===== config.mk =====
export PLATFORM = sky130hd
export DESIGN_NAME = writeback_retire_queue
export DESIGN_NICKNAME = d
export VERILOG_FILES = /design/src/rtl/writeback_retire_queue.sv
export SDC_FILE = /design/constraint.sdc
export NUM_CORES = 1
export LEC_CHECK = 0
export ABC_AREA = 1
export CAP_MARGIN = 20
export CORE_MARGIN = 4
export CORE_UTILIZATION = 50
export DETAILED_ROUTE_END_ITERATION = 12
export GPL_TIMING_DRIVEN = 0
export MAX_ROUTING_LAYER = met4
export PLACE_DENSITY = 0.74
export REMOVE_ABC_BUFFERS = 1
export SLEW_MARGIN = 20
export SYNTH_ARGS = -nofsm -noshare
export SYNTH_HDL_FRONTEND = slang
export SYNTH_SLANG_ARGS = --single-unit

===== constraint.sdc =====
create_clock -name clock -period 12.8 [get_ports clock]
set_input_delay 1.28 -clock clock [delete_from_list [all_inputs] [get_ports clock]]
set_output_delay 1.28 -clock clock [all_outputs]
set_load 0.02 [all_outputs]

===== src/rtl/writeback_retire_queue.sv =====
// writeback_retire_queue
// In-order writeback queue. Up to LANES results per cycle come in from the
// memory stage and wait in a DEPTH-entry circular buffer. Each cycle, up to
// WR_PORTS entries retire from the head to the register file. A CSR op or an
// illegal entry always retires alone, from the head. An illegal entry at the
// head raises a one-cycle trap and discards the whole queue.
//
// Ports
//   clock, reset        rising-edge clock, asynchronous active-low reset
//   flush               synchronous kill of every queued entry
//   in_valid/in_ready   thermometer lane valids, accepted when in_ready
//   in_rd .. in_illegal packed per-lane entry fields
//   rf_we/waddr/wdata   register-file write ports (port 0 = oldest)
//   csr_we/addr/wdata   single CSR write port
//   trap_req            illegal entry reached the head this cycle
//   retire_count        legal entries retired this cycle
//   retire_total        64-bit running retired count (minstret source)
module writeback_retire_queue #(
    parameter int XLEN     = 32,
    parameter int LANES    = 2,
    parameter int DEPTH    = 4,
    parameter int WR_PORTS = 2
) (
    input  logic                          clock,
    input  logic                          reset,
    input  logic                          flush,
    input  logic [LANES-1:0]              in_valid,
    output logic                          in_ready,
    input  logic [LANES*5-1:0]            in_rd,
    input  logic [LANES*XLEN-1:0]         in_data,
    input  logic [LANES*XLEN-1:0]         in_old_csr,
    input  logic [LANES-1:0]              in_wb_en,
    input  logic [LANES-1:0]              in_csr_op,
    input  logic [LANES-1:0]              in_csr_wr,
    input  logic [LANES*12-1:0]           in_csr_addr,
    input  logic [LANES-1:0]              in_illegal,
    output logic [WR_PORTS-1:0]           rf_we,
    output logic [WR_PORTS*5-1:0]         rf_waddr,
    output logic [WR_PORTS*XLEN-1:0]      rf_wdata,
    output logic                          csr_we,
    output logic [11:0]                   csr_addr,
    output logic [XLEN-1:0]               csr_wdata,
    output logic                          trap_req,
    output logic [$clog2(WR_PORTS+1)-1:0] retire_count,
    output logic [63:0]                   retire_total
);
    localparam int AW  = $clog2(DEPTH);
    localparam int RCW = $clog2(WR_PORTS+1);

    typedef struct packed {
        logic [4:0]      rd;
        logic [XLEN-1:0] data;
        logic [XLEN-1:0] old_csr;
        logic            wb_en;
        logic            csr_op;
        logic            csr_wr;
        logic [11:0]     csr_addr;
        logic            illegal;
    } entry_t;

    entry_t          mem_q [DEPTH];
    logic [AW:0]     wptr_q, wptr_d, rptr_q, rptr_d;
    logic [63:0]     total_q, total_d;
    logic [AW:0]     count;
    logic [AW-1:0]   head_idx [WR_PORTS];
    entry_t          head     [WR_PORTS];
    logic [AW-1:0]   lane_idx [LANES];
    entry_t          lane_e   [LANES];
    logic [WR_PORTS-1:0] drain;
    logic [WR_PORTS-1:0] we_raw;
    logic            enq_fire;

    // The extra wrap bit makes full and empty distinguishable with equal indices.
    assign count        = wptr_q - rptr_q;
    assign retire_total = total_q;

    always_comb begin : lane_unpack
        for (int l = 0; l < LANES; l++) begin
            lane_idx[l]        = wptr_q[AW-1:0] + AW'(l);
            lane_e[l].rd       = in_rd[l*5 +: 5];
            lane_e[l].data     = in_data[l*XLEN +: XLEN];
            lane_e[l].old_csr  = in_old_csr[l*XLEN +: XLEN];
            lane_e[l].wb_en    = in_wb_en[l];
            lane_e[l].csr_op   = in_csr_op[l];
            lane_e[l].csr_wr   = in_csr_wr[l];
            lane_e[l].csr_addr = in_csr_addr[l*12 +: 12];
            lane_e[l].illegal  = in_illegal[l];
        end
    end

    always_comb begin : head_read
        for (int k = 0; k < WR_PORTS; k++) begin
            head_idx[k] = rptr_q[AW-1:0] + AW'(k);
            head[k]     = mem_q[head_idx[k]];
        end
    end

    // Drain selection: a contiguous run of normal entries from the head, or a
    // lone CSR op. An illegal head retires nothing and raises the trap.
    always_comb begin : drain_select
        // NOTE: every combinationally assigned signal gets a default first so no latch is inferred.
        drain    = '0;
        trap_req = 1'b0;
        if (!flush && count != '0) begin
            if (head[0].illegal) begin
                trap_req = 1'b1;
            end else begin
                drain[0] = 1'b1;
                if (!head[0].csr_op) begin
                    for (int k = 1; k < WR_PORTS; k++) begin
                        if (drain[k-1] && int'(count) > k &&
                            !head[k].csr_op && !head[k].illegal)
                            drain[k] = 1'b1;
                    end
                end
            end
        end
    end

    always_comb begin : write_ports
        rf_waddr = '0;
        rf_wdata = '0;
        rf_we    = '0;
        we_raw   = '0;
        for (int k = 0; k < WR_PORTS; k++) begin
            rf_waddr[k*5 +: 5]       = head[k].rd;
            rf_wdata[k*XLEN +: XLEN] = head[k].csr_op ? head[k].old_csr : head[k].data;
            we_raw[k] = drain[k] && (head[k].csr_op || head[k].wb_en) && (head[k].rd != 5'd0);
        end
        // Same-cycle rd collision: an older write is dropped if a younger one hits the same rd.
        for (int i = 0; i < WR_PORTS; i++) begin
            rf_we[i] = we_raw[i];
            for (int j = i + 1; j < WR_PORTS; j++) begin
                if (we_raw[j] && head[j].rd == head[i].rd)
                    rf_we[i] = 1'b0;
            end
        end
        csr_we       = drain[0] && head[0].csr_op && head[0].csr_wr;
        csr_addr     = head[0].csr_addr;
        csr_wdata    = head[0].data;
        retire_count = RCW'($countones(drain));
    end

    // Space check uses the current occupancy only; same-cycle drain is not credited.
    assign in_ready = !flush && !trap_req && ((DEPTH - int'(count)) >= LANES);
    assign enq_fire = in_valid[0] && in_ready;

    always_comb begin : next_state
        wptr_d  = wptr_q;
        rptr_d  = rptr_q + (AW+1)'(retire_count);
        total_d = total_q + 64'(retire_count);
        if (flush || trap_req)
            rptr_d = wptr_q;
        if (enq_fire)
            wptr_d = wptr_q + (AW+1)'($countones(in_valid));
    end

    always_ff @(posedge clock or negedge reset) begin
        // NOTE: sequential state uses non-blocking assignments so all flops update from the same pre-edge values.
        if (!reset) begin
            wptr_q  <= '0;
            rptr_q  <= '0;
            total_q <= '0;
        end else begin
            wptr_q  <= wptr_d;
            rptr_q  <= rptr_d;
            total_q <= total_d;
        end
    end

    // NOTE: the entry storage has no reset; pointers alone define which slots are live.
    always_ff @(posedge clock) begin
        if (enq_fire) begin
            for (int l = 0; l < LANES; l++) begin
                if (in_valid[l])
                    mem_q[lane_idx[l]] <= lane_e[l];
            end
        end
    end

endmodule


Yosys cells after proc, flatten, opt, wreduce, memory -nomap -nowiden:

Memory sizes are Yosys's and may differ from the RTL's.
Index checks and enable logic that the tools add are counted.

* memory bits (writable): 340
* memories kept: 1
* word-level logic and storage cells: 55
* register bits after elaboration: 70

* magnitude comparators: 2
* mux-type cells: 16
* add/subtract/negate cells: 9
* reduce and logical (&&, ||, !) cells: 23
* equal/unequal tests: 1

Memory list
* mem_q: depth 4, width 85, read ports 2, clocked after memory_dff 0, write ports 2, line 61 `entry_t mem_q [DEPTH];`

Operators with widths (number)
* $add A64 B2 Y64: 1
* $mux W32: 2
* $logic_and A1 B1 Y1: 13
* $mux W1: 11
* $reduce_bool A5 Y1: 2
* $add A3 B2 Y3: 2
* $eq A5 B5 Y1: 1
* $add A1 B1 Y2: 2
* $add A2 B1 Y2 const B: 2
* $ge A4 B3 Y1 const B: 1
* $logic_not A1 Y1: 4
* $mux W2: 2
* $sub A3 B3 Y4 const A: 1
* $gt A3 B1 Y1 const B: 1
* $logic_or A1 B1 Y1: 3
* $mux W3: 1
* $reduce_bool A3 Y1: 1
* $sub A3 B3 Y3: 1

Longest topological paths before layout:

An unclocked memory read counts as a cell.

* depth in word-level cells: 13
* gate-level depth with buffers: 28

Worst setup path before layout:

OpenSTA, ideal clock, no wires.

* path kind: reg2reg
* start: reg rptr_q[1]
* end: mem mem_q[2][0] (netlist bit) (enable)
* slack: 7.328 ns
* required time: 12.354 ns
* cell stages (with the launch flop): 19
* data arrival time: 5.026 ns
* cell sequence: dfrtp_1 > buf_2 > inv_2 > buf_2 > clkbuf_1 > clkbuf_1 > fa_1 > inv_1 > ha_1 > ha_1 > and3b_1 > a21oi_1 > nand2_2 > nor2_4 > buf_6 > nand3_4 > buf_6 > buf_6 > nand2_1

RTL lines
* start: declaration: line 62 `logic [AW:0] wptr_q, wptr_d, rptr_q, rptr_d;`
* start signal: assignment: line 166 `rptr_q <= rptr_d;`
* end: declaration: line 61

Worst setup path after layout:

* start: reg rptr_q[0]
* end: out rf_wdata[48]

* cells in the longest elaborated chain, start to end: 3

RTL lines
* $add A2 B1 Y2: line 93 `head_idx[k] = rptr_q[AW-1:0] + AW'(k);`
* $mem_v2 Z4 W85
* $mux W32: line 127 `rf_wdata[k*XLEN +: XLEN] = head[k].csr_op ? head[k].old_csr : head[k].data;`
* end: declaration: line 39 `output logic [WR_PORTS*XLEN-1:0] rf_wdata,`

Every way passes these cells.

==> reports/qor_table.md <==
| Stage | Quantity | This run |
|:---|:---|:---|
| clock network | CTS root buf | sky130_fd_sc_hd__clkbuf_16 |
| synth | Library cell with the largest summed area after synthesis | sky130_fd_sc_hd__edfxtp_1 |
| clock network | Skew-Pair Late Insertion Delay | 600 ps |
| floorplan | Initial Utilization | 50.79% |
| power | Net switching fraction of the power | 47.15% |
| global routing | Maximum number of pins on one net before global-route repair | 192 |
| sta | Fin. Hold Viols | 0 |
| sta | Slew Limit Fails | 0 |
| hold path | Classification of the worst-slack hold path | reg -> reg |
| setup path | Capturing element of the worst setup path | rf_wdata[48] |
| power | Post-route total power | 7898 µW |
| clock network | Clk sink count | 410 |
| detailed routing | Routed wire length per instance | 22.70 µm |
| detailed routing | Vias/cell | 6.216 |
| power | Power per Cell Area | 253.3 mW/mm² |
| detailed routing | Post-Route WL | 91320 µm |
| cells and area | Most frequent cells in the layout | sky130_fd_sc_hd__nand2_1 (1043), sky130_fd_sc_hd__clkdlybuf4s50_1 (361), sky130_fd_sc_hd__nand4_1 (360) |
| cells and area | Number of standard cells in the layout, taps in and fillers out | 4023 |
| synth | Ys async rst share | 17.07% |
| power | Worst-case vdd ir drop | 0.2027 mV |
| setup path | Max Fanout on Critical Path | 191 |
| clock network | Cts hold-fix bufs | 0 |
| detailed routing | First drt pass iteration count | 5 |
| power | Clock network power share | 16.0% |
| setup path | Worst endpoint required time | 11520 ps |
| floorplan | Standard-cell row count | 81 |
| clock network | Clock-pin transition on the worst setup and hold timing paths | 60 ps |
| global routing | Initial antenna violation count | 25 |
| synth | Most used flip-flop cell after synthesis | sky130_fd_sc_hd__edfxtp_1 |
| synth | Synth warn | 0 |
| detailed routing | Final antenna-violating net count | 0 |
| setup path | Crit path capture type | output port |
| sta | Final critical-path share of the clock period | 59.00% |
| floorplan | Die Outline Area | 0.05346 mm² |
| setup path | Kind of critical path | reg -> out |
| placement | Count of input and output buffers | 363 |
| global routing | Global route total overflow | 0 |
| sta | Layout Skew | 18.55 ps |
| clock network | Postcts setup bufs | 0 |
| floorplan | Top Ports | 364 |
| synth | Count of unique library cells instantiated by Yosys | 39 |
| cells and area | Share of layout cells above drive strength 1 | 4.439% |
| sta | Minimum clock period | 7551 ps |
| power | Sequential share of power | 24.2% |
| placement | DP Cell Count | 3916 |
| setup path | Register-to-Register Setup Slack | 5340 ps |
| clock network | # resized after CTS | 0 |
| setup path | Arrival time reported for the critical path endpoint | 6270 ps |
| power | Internal | 4174 µW |
| clock network | Longest Clk Path Bufs | 3 |
| sta | Total of endpoints with negative setup slack in the final report | 0 |
| clock network | Number of H-tree levels | 2 |
| detailed routing | DRC errors left | 0 |
| floorplan | Die outline width | 231.2 µm |
| floorplan | Die H | 231.2 µm |
| cells and area | Flip-flop and latch area | 0.01197 mm² |
| setup path | Startpoint of the most critical setup path | rptr_q[0]$_DFF_PN0_ |
| sta | Relative slew slack | 45.63% |
| setup path | Crit path buf inv count | 6 |
| clock network | Clock tree from TritonCTS | yes |
| setup path | Crit path cell chain | buf_16, buf_12, clkinv_8, buf_16, nand2_4, nand2_4, nand2_1, nand2_4, inv_1, a31oi_1, clkdlybuf4s50_1 |
| detailed routing | Via Count | 25005 |
| cells and area | Area growth from synthesis to layout | 25.17% |
| synth | Cells after Synth | 3085 |
| placement | Estimated wirelength of the detail-placed design | 58720 µm |
| job | Number of maximum-capacitance violations | 0 |
| synth | Number of flops mapped to enable cells by yosys | 340 |
| setup path | Crit Reg-Reg Startpoint | rptr_q[0]$_DFF_PN0_ |
| cells and area | Area of the multi-input gates | 0.01146 mm² |
| cells and area | Number of nets in the finished design | 3488 |
| setup path | Maximum single-stage delay on the critical path | 790 ps |
| clock network | CTS buffer count | 45 |
| global routing | Overall Global Routing Usage | 33.85% |
| synth | Number of register bits inferred by synthesis | 410 |
| setup path | Crit-path most repeated cell | sky130_fd_sc_hd__nand2_4 |
| setup path | Category of cells accounting for the largest share of critical-path delay | buffers and inverters |
| placement | Last weighted congestion value of the routability-driven placer | 0.9091 |
| synth | Proportion of netlist area held by the largest area contributor | 40.98% |
| sta | Accumulated negative setup slack | 0 ps |
| detailed routing | Initial detailed-routing violation count | 2985 |
| synth | Cell area after synthesis | 0.02491 mm² |
| power | Combinational share of power | 59.8% |
| power | Static leakage power | 0.01269 µW |
| sta | Transition at the pin with the smallest max-transition slack | 815.6 ps |
| sta | Unrepaired setup endpoints after global routing | no |
| synth | Sequential share of the synthesized area | 48.01% |
| cells and area | Number of fill cells | 4112 |
| outcome | Status | completed |
| synth | Synth area leaders | sky130_fd_sc_hd__edfxtp_1 (41%), sky130_fd_sc_hd__nand2_1 (16%), sky130_fd_sc_hd__nand4_1 (9.0%) |
| setup path | FF-to-FF End | retire_total[48]$_DFF_PN0_ |
| setup path | Stages on the worst setup path | 11 |
| setup path | Worst r2r path cells | 23 |
| cells and area | Leading cell type in the layout, fill and taps excluded | sky130_fd_sc_hd__nand2_1 |
| setup path | Highest-delay cell along the critical path | sky130_fd_sc_hd__nand2_4 |
| global routing | First-pass GRT wire length | 138000 µm |
| global routing | Vias in the first global route | 24325 |
| setup path | Crit start category | flop |
| floorplan | Standard cell core area | 0.04905 mm² |
| power | Net switching power | 3723 µW |
| sta | Peak Freq | 132.4 MHz |
| synth | Post-synthesis average cell area | 8.076 µm² |
[power by group through the flow]
stage	registers, µW	clock network, µW	logic, µW
floorplan	1990	0	2270
finish	1910	1260	4720
global route	1930	1330	4970
global placement	2090	0	4140
CTS	1910	1270	4650
detailed placement	1930	0	4630
[worst min path at each step]
stage / from / end / slack (ps) / cells past startpoint
floorplan: wptr_q[2]$_DFFE_PN0P_ / wptr_q[2]$_DFFE_PN0P_ / 520 / 2
global placement: retire_total[63]$_DFF_PN0_ / retire_total[63]$_DFF_PN0_ / 460 / 1
detailed placement: retire_total[63]$_DFF_PN0_ / retire_total[63]$_DFF_PN0_ / 470 / 1
CTS: retire_total[63]$_DFF_PN0_ / retire_total[63]$_DFF_PN0_ / 480 / 1
global route: retire_total[63]$_DFF_PN0_ / retire_total[63]$_DFF_PN0_ / 500 / 1
finish: retire_total[63]$_DFF_PN0_ / retire_total[63]$_DFF_PN0_ / 480 / 1
[stage by stage]
stage	utilization (%)	setup WS, ps	cell area (µm²)	hold slack (ps)
after floorplan	-	-2558	23710	517.9
after global placement	57.44	-12840	28180	459.5
after detailed placement	60.57	5425	29710	469.5
after CTS	63.45	5302	31120	476.8
after global routing	63.58	4923	31180	498.7
final	63.58	5249	31180	479.7
[cells in the mapped netlist (all sizes together), types with 32 or more instances]
library cell,count
nor2,292
nand4,360
edfxtp,340
inv,104
o21ai,202
nand2,1052
clkbuf,161
o22ai,75
a31oi,32
dfrtp,70
xor2,40
mux2i,32
buf,92
nand3,54
a22oi,64
[metal layers]
layer / part of all wire [%] / vias to the layer above / global-route usage (%)
met5: 0 / - / -
met4: 3.8 / 0 / 13.98
met3: 12 / 271 / 7.498
met2: 47 / 1609 / 54.46
met1: 37 / 11814 / 41.60
li1: - / 11311 / -
[flip-flops by register name, summed over array words and instances, names as in the netlist]
name / flops
rptr_q: 3
wptr_q: 3
retire_total: 64
mem_q: 340
[layout make-up]
cell class | instances | area share, %
sequential | 410 | 38.38
inverter | 106 | 1.356
clock buffer | 55 | 3.800
multi-input combinational | 2316 | 36.75
antenna | 25 | 0.2006
tap | 664 | 2.664
clock inverter | 27 | 0.7262
timing repair buffer | 420 | 16.12
[cell families (layout without fill, tap and decap cells)]
family / count (synthesis) / after routing / synth area share [%]
flip-flops: 410 / 410 / 48.01
XOR/XNOR: 58 / 58 / 2.039
other: 0 / 25 / 0
buffers and inverters: 359 / 608 / 6.428
multiplexers: 32 / 32 / 1.286
AND/OR/NAND/NOR: 1795 / 1795 / 31.32
adder cells (fa/ha/maj): 14 / 14 / 0.8236
AO/OA/AOI/OAI: 417 / 417 / 10.09
(Power assumes the default switching activity.)
